<file path="src/rtl/stopwatch_uart_pkg.sv">
// Shared constants for the stopwatch UART command path: ASCII command bytes,
// decoder FSM state encoding and the byte-to-command mapping.
package stopwatch_uart_pkg;

    localparam logic [7:0] ASCII_M_UC  = 8'h4D;
    localparam logic [7:0] ASCII_M_LC  = 8'h6D;
    localparam logic [7:0] ASCII_A_UC  = 8'h41;
    localparam logic [7:0] ASCII_A_LC  = 8'h61;
    localparam logic [7:0] ASCII_R_UC  = 8'h52;
    localparam logic [7:0] ASCII_R_LC  = 8'h72;
    localparam logic [7:0] ASCII_C_UC  = 8'h43;
    localparam logic [7:0] ASCII_C_LC  = 8'h63;
    localparam logic [7:0] ASCII_QMARK = 8'h3F;

    typedef enum logic [1:0] {
        ST_IDLE   = 2'b00,
        ST_DECODE = 2'b01,
        ST_ECHO   = 2'b10
    } state_t;

    typedef enum logic [2:0] {
        CMD_NONE  = 3'd0,
        CMD_SEL_M = 3'd1,
        CMD_SEL_A = 3'd2,
        CMD_RUN   = 3'd3,
        CMD_CLEAR = 3'd4
    } cmd_t;

    function automatic cmd_t decode_cmd(input logic [7:0] b);
        cmd_t c;
        case (b)
            ASCII_M_UC, ASCII_M_LC: c = CMD_SEL_M;
            ASCII_A_UC, ASCII_A_LC: c = CMD_SEL_A;
            ASCII_R_UC, ASCII_R_LC: c = CMD_RUN;
            ASCII_C_UC, ASCII_C_LC: c = CMD_CLEAR;
            default:                c = CMD_NONE;
        endcase
        return c;
    endfunction

    // Recognised commands are echoed verbatim; anything else echoes '?'.
    function automatic logic [7:0] echo_byte(input logic [7:0] b);
        logic [7:0] e;
        if (decode_cmd(b) == CMD_NONE) begin
            e = ASCII_QMARK;
        end else begin
            e = b;
        end
        return e;
    endfunction

endpackage

</file>
<file path="src/rtl/cmd_decoder_pulse_stretch.sv">
// Stretches a single-cycle fire strobe into a PULSE_LEN-cycle pulse; a re-fire
// while active restarts the count from PULSE_LEN.
module pulse_stretch #(
    parameter int PULSE_LEN = 4
) (
    input  logic clk,
    input  logic rst,
    input  logic fire,
    output logic pulse
);

    localparam logic [7:0] LEN_C = 8'(PULSE_LEN);

    logic [7:0] cnt_r;
    logic [7:0] cnt_next_s;
    logic       pulse_r;

    // Remaining-cycle count: reload on fire, otherwise count down to zero.
    always_comb begin
        cnt_next_s = 8'd0;
        if (fire) begin
            cnt_next_s = LEN_C;
        end else if (cnt_r != 8'd0) begin
            cnt_next_s = cnt_r - 8'd1;
        end else begin
            cnt_next_s = 8'd0;
        end
    end

    // Counter and registered pulse output.
    always_ff @(posedge clk) begin
        if (rst) begin
            cnt_r   <= 8'd0;
            pulse_r <= 1'b0;
        end else begin
            cnt_r   <= cnt_next_s;
            pulse_r <= (cnt_next_s != 8'd0);
        end
    end

    assign pulse = pulse_r;

endmodule

</file>
<file path="src/rtl/cmd_decoder.sv">
// UART command decoder: accepts one byte at a time, applies toggle/pulse
// commands and optionally echoes the byte (or '?') back to the transmitter.
module cmd_decoder #(
    parameter int PULSE_LEN = 4,
    parameter int ECHO_EN   = 1
) (
    input  logic       clk,
    input  logic       rst,
    input  logic [7:0] rx_data,
    input  logic       rx_done,
    input  logic       tx_busy,
    output logic       o_sel_m,
    output logic       o_sel_a,
    output logic       o_run,
    output logic       o_clear,
    output logic       tx_start,
    output logic [7:0] tx_data,
    output logic [7:0] o_err_cnt
);

    import stopwatch_uart_pkg::*;

    state_t     state_r;
    state_t     state_next_s;
    logic [7:0] byte_r;
    cmd_t       cmd_s;

    logic       latch_byte_s;
    logic       decode_s;
    logic       drop_s;
    logic       tx_start_next_s;

    logic       toggle_m_r;
    logic       toggle_a_r;
    logic       fire_run_r;
    logic       fire_clear_r;
    logic       sel_m_r;
    logic       sel_a_r;
    logic       tx_start_r;
    logic [7:0] tx_data_r;
    logic [7:0] err_cnt_r;

    assign cmd_s = decode_cmd(byte_r);

    // FSM state register.
    always_ff @(posedge clk) begin
        if (rst) begin
            state_r <= ST_IDLE;
        end else begin
            state_r <= state_next_s;
        end
    end

    // Next-state logic and per-state control strobes.
    always_comb begin
        state_next_s    = state_r;
        latch_byte_s    = 1'b0;
        decode_s        = 1'b0;
        drop_s          = 1'b0;
        tx_start_next_s = 1'b0;
        case (state_r)
            ST_IDLE: begin
                if (rx_done) begin
                    latch_byte_s = 1'b1;
                    state_next_s = ST_DECODE;
                end else begin
                    state_next_s = ST_IDLE;
                end
            end
            ST_DECODE: begin
                decode_s = 1'b1;
                drop_s   = rx_done;
                if (ECHO_EN != 0) begin
                    state_next_s = ST_ECHO;
                end else begin
                    state_next_s = ST_IDLE;
                end
            end
            ST_ECHO: begin
                drop_s = rx_done;
                if (!tx_busy) begin
                    tx_start_next_s = 1'b1;
                    state_next_s    = ST_IDLE;
                end else begin
                    state_next_s = ST_ECHO;
                end
            end
            default: begin
                state_next_s = ST_IDLE;
            end
        endcase
    end

    // Byte capture, decoded command strobes, echo byte and drop counter.
    // Strobes are registered in DECODE so outputs move one edge later.
    always_ff @(posedge clk) begin
        if (rst) begin
            byte_r       <= 8'h00;
            toggle_m_r   <= 1'b0;
            toggle_a_r   <= 1'b0;
            fire_run_r   <= 1'b0;
            fire_clear_r <= 1'b0;
            tx_data_r    <= 8'h00;
            tx_start_r   <= 1'b0;
            err_cnt_r    <= 8'h00;
        end else begin
            if (latch_byte_s) begin
                byte_r <= rx_data;
            end
            toggle_m_r   <= decode_s && (cmd_s == CMD_SEL_M);
            toggle_a_r   <= decode_s && (cmd_s == CMD_SEL_A);
            fire_run_r   <= decode_s && (cmd_s == CMD_RUN);
            fire_clear_r <= decode_s && (cmd_s == CMD_CLEAR);
            if (decode_s) begin
                tx_data_r <= echo_byte(byte_r);
            end
            tx_start_r <= tx_start_next_s;
            if (drop_s && (err_cnt_r != 8'hFF)) begin
                err_cnt_r <= err_cnt_r + 8'd1;
            end
        end
    end

    // Mode/digit select levels.
    always_ff @(posedge clk) begin
        if (rst) begin
            sel_m_r <= 1'b0;
            sel_a_r <= 1'b0;
        end else begin
            if (toggle_m_r) begin
                sel_m_r <= ~sel_m_r;
            end
            if (toggle_a_r) begin
                sel_a_r <= ~sel_a_r;
            end
        end
    end

    pulse_stretch #(.PULSE_LEN(PULSE_LEN)) u_run_pulse (
        .clk   (clk),
        .rst   (rst),
        .fire  (fire_run_r),
        .pulse (o_run)
    );

    pulse_stretch #(.PULSE_LEN(PULSE_LEN)) u_clear_pulse (
        .clk   (clk),
        .rst   (rst),
        .fire  (fire_clear_r),
        .pulse (o_clear)
    );

    assign o_sel_m   = sel_m_r;
    assign o_sel_a   = sel_a_r;
    assign tx_start  = tx_start_r;
    assign tx_data   = tx_data_r;
    assign o_err_cnt = err_cnt_r;

endmodule

</file>
<file path="config.mk">
export PLATFORM = sky130hd
export DESIGN_NAME = cmd_decoder
export DESIGN_NICKNAME = d
export VERILOG_FILES = /design/src/rtl/stopwatch_uart_pkg.sv /design/src/rtl/cmd_decoder_pulse_stretch.sv /design/src/rtl/cmd_decoder.sv
export SDC_FILE = /design/constraint.sdc
export NUM_CORES = 1
export LEC_CHECK = 0
export ABC_AREA = 1
export ABC_CLOCK_PERIOD_IN_PS = 2400
export CORE_UTILIZATION = 25
export CTS_BUF_LIST = sky130_fd_sc_hd__clkbuf_8
export CTS_CLUSTER_SIZE = 10
export DETAILED_ROUTE_END_ITERATION = 10
export SLEW_MARGIN = 20
export SYNTH_ARGS = -nofsm -noshare
export SYNTH_HDL_FRONTEND = slang
export SYNTH_HIERARCHICAL = 1
export SYNTH_SLANG_ARGS = --single-unit
</file>
<file path="constraint.sdc">
create_clock -name clk -period 2.4 [get_ports clk]
set_clock_uncertainty 0.1 [all_clocks]
set_input_delay 0.48 -clock clk [delete_from_list [all_inputs] [get_ports clk]]
set_output_delay 0.48 -clock clk [all_outputs]
set_load 0.02 [all_outputs]
</file>
==> results by group <==
Status
  – Status: complete, no violations

Power
  – Pint: 1.73 mW
  – VDD IR max: 0.300 mV
  – PD cells: 986 nW/um2
  – Switch share: 0.407
  – Seq pwr share: 0.393
  – Clk pwr share: 0.178
  – Share of total power in combinational logic: 0.429
  – Switching power of the nets: 1.19 mW
  – Static Leak: 1.24 nW

Logic synthesis
  – Synth Cell Area: 2400 um2
  – Largest family of logic cells by synthesized area: simple AND/OR/NAND/NOR gates
  – Post-synth EDFFs: 0
  – Largest cells by area after synthesis: dfxtp_1 (43%), nand2_1 (9.1%), inv_1 (7.0%)
  – Syn Area/Cell: 7.59 um2
  – Post-synthesis compound-gate area fraction: 0.133
  – Most common flop cell mapped by yosys: dfxtp_1
  – Post-synth top cells: nand2_1 (58), dfxtp_1 (51), inv_1 (45)
  – Seq/Total Area, Yosys: 0.426
  – Synthesized Nets: 336
  – Post-synthesis xor/xnor area fraction: 0.0219
  – Post-Synth Adder-Cell Area: 0.0417
  – Synthesized flop and latch total: 51
  – Simple-gate share of the synthesized area: 0.298
  – Most common cell in the netlist: nand2_1
  – Area share of the largest cell type after synthesis: 0.426
  – Post-Syn Instances: 316
  – Async S/R FF share, synth: 0
  – Ys Warns: 6
  – Mux cell area share after synthesis: 0
  – Post-synth cell types: 27
  – Post-synth top area cell: dfxtp_1

Final layout
  – # fillers: 1,032
  – N_diodes: 0
  – Core Util, Final: 0.319
  – Final nets: 372
  – Area growth syn-to-layout: 23.6%
  – Fraction of layout cells with a size suffix above 1: 0.119

Critical path
  – CP Launch Type: register
  – CP Class: register to output port
  – CP Data Required Time: 1.82 ns
  – Critical path's slowest cell: clkdlybuf4s50_1
  – CP endpoint kind: output port
  – Buf+Inv Stages, Crit Path: 1
  – Crit-path leading delay family: buffers and inverters
  – Critical path arrival: 1.41 ns
  – CP Max Fanout: 5
  – Crit path cell chain: clkdlybuf4s50_1
  – Biggest cell delay along the critical path: 0.65 ns

Timing
  – RSZ-0062 raised after global routing: false
  – Slew Limit Fails: 0
  – Max Clk Rate: 0.503 GHz
  – Endpoints failing setup: 0
  – Min cycle time layout: 1.99 ns
  – Worst slew margin: 0.739
  – Final TNS setup: 0 ns
  – Fin Hold WS: 0.346 ns
  – Final hold viol count: 0
  – Slew @ Worst Pin: 0.390 ns
  – Crit share post-route: 0.829

Routing
  – Detail Route Antenna Nets: 0
  – Average wire per standard cell: 9.73 um
  – Residual DRC count: 0
  – WL final: 4680 um
  – Vias: 1,976
  – Initial DRC Count: 68
  – DRT Pass-1 Iters: 4
  – Vias/cell: 4.11

Die
  – Die area: 9990 um2
  – Starting Density: 0.258
  – Area of the core: 9280 um2
  – Die Ht: 100 um
  – Cell Rows: 35
  – Die W: 100 um
  – Top Ports: 33

GRT
  – GR peak layer: met2
  – Initial antenna violation count: 0
  – Vias in the first global route: 1,900
  – Met3 GRT Util: 0.0286
  – Pin count of the biggest net entering global routing: 22
  – First-pass GRT wire length: 8260 um
  – GR Overflow Total: 0
  – GRT Overall Usage: 0.103
  – M2 GR Usage: 0.178
  – Routing usage on met1: 0.121

Clock network
  – CTS Root Cell: clkbuf_8
  – Total CTS buffers: 5
  – CTS tree: built
  – Hold_buf cts: 0
  – CTS sink cnt: 51
  – Cts repair resizes: 0
  – Clk_lat worst skew: 0.30 ns
  – Clock transition at path regs: 0.10 ns
  – Number of H-tree levels: 2
  – Clock buffer depth: 2
  – Setup bufs post-CTS: 0

Hold path
  – Hold Crit Class: register to register

Place
  – PortBufs: 32
  – GPL Wtd Cong: 0.789
  – Post-DP HPWL: 3430 um

Job
  – Max capacitance violation total: 0
==> placed cells by master, fill, tap and decap left out, drive strengths merged <==
cell | Yosys | final
nand2 | 64 | 64
dfxtp | 51 | 51
nor2 | 49 | 49
inv | 45 | 46
clkdlybuf4s50 | 0 | 32
a21oi | 27 | 27
o21ai | 25 | 25
nand3 | 20 | 20
ha | 8 | 8
clkbuf | 3 | 6
nand4 | 5 | 5
nor3 | 5 | 5
xnor2 | 3 | 3
xor2 | 3 | 3
a21o | 3 | 3
nand3b | 2 | 2
buf | 2 | 2
a211oi | 1 | 1
==> cells by family (layout without fill, tap and decap cells) <==
group	after synthesis	in the layout
buffers and inverters	50	86
flip-flops	51	51
AO/OA/AOI/OAI	56	56
adder cells (fa/ha/maj)	8	8
XOR/XNOR	6	6
AND/OR/NAND/NOR	145	145
==> power by group through the flow <==
stage | logic (mW) | clock network [mW] | registers, mW
floorplan | 0.989 | 0 | 1.17
global placement | 1.24 | 0 | 1.17
detailed placement | 1.26 | 0 | 1.16
CTS | 1.27 | 0.546 | 1.15
global route | 1.44 | 0.576 | 1.17
finish | 1.26 | 0.521 | 1.15
==> through the flow <==
stage	setup WS, ns	std cells	power, mW	instance area, um2
after floorplan	0.909	316	2.16	2400
after global placement	0.492	474	2.41	2870
after detailed placement	0.483	474	2.43	2870
after CTS	0.406	481	2.96	2970
after global routing	0.349	481	3.19	2970
final	0.411	481	2.92	2970
==> registers in the layout, indices dropped and copies added (netlist names), 2 cells and up <==
signal / cells
byte_r: 8
u_run_pulse/cnt_r: 8
o_err_cnt: 8
tx_data: 8
u_clear_pulse/cnt_r: 8
state_r: 2
==> area by class of cell <==
| cell class | instances | area [um2] | share of cell area |
|---|---|---|---|
| Timing Repair Buffer | 34 | 335 | 0.113 |
| Clock buffer | 6 | 82.6 | 0.0278 |
| Sequential cell | 51 | 1020 | 0.344 |
| Tap cell | 129 | 161 | 0.0544 |
| Multi-Input combinational cell | 215 | 1190 | 0.400 |
| Inverter | 45 | 169 | 0.0570 |
| Clock inverter | 1 | 8.76 | 0.00295 |
==> path summary, 6_finish.rpt <==
kind	start	end	slack, ns	cells past startpoint
min	u_clear_pulse/cnt_r[0]$_SDFF_PP0_	u_clear_pulse/cnt_r[0]$_SDFF_PP0_	0.35	1
max	o_err_cnt[3]$_SDFFE_PP0P_	o_err_cnt[3]	0.41	1
min reg2reg	u_clear_pulse/cnt_r[0]$_SDFF_PP0_	u_clear_pulse/cnt_r[0]$_SDFF_PP0_	0.35	1
max reg2reg	state_r[0]$_SDFF_PP0_	o_err_cnt[6]$_SDFFE_PP0P_	0.82	7
==> metal layers <==
layer / up-vias / routed length, um / part of all wire
met5: - / 0 / 0
met4: 0 / 59 / 0.013
met3: 4 / 181 / 0.039
met2: 31 / 2170 / 0.46
met1: 859 / 2270 / 0.48
li1: 1082 / - / -
Power figures use the tool's default switching activity.
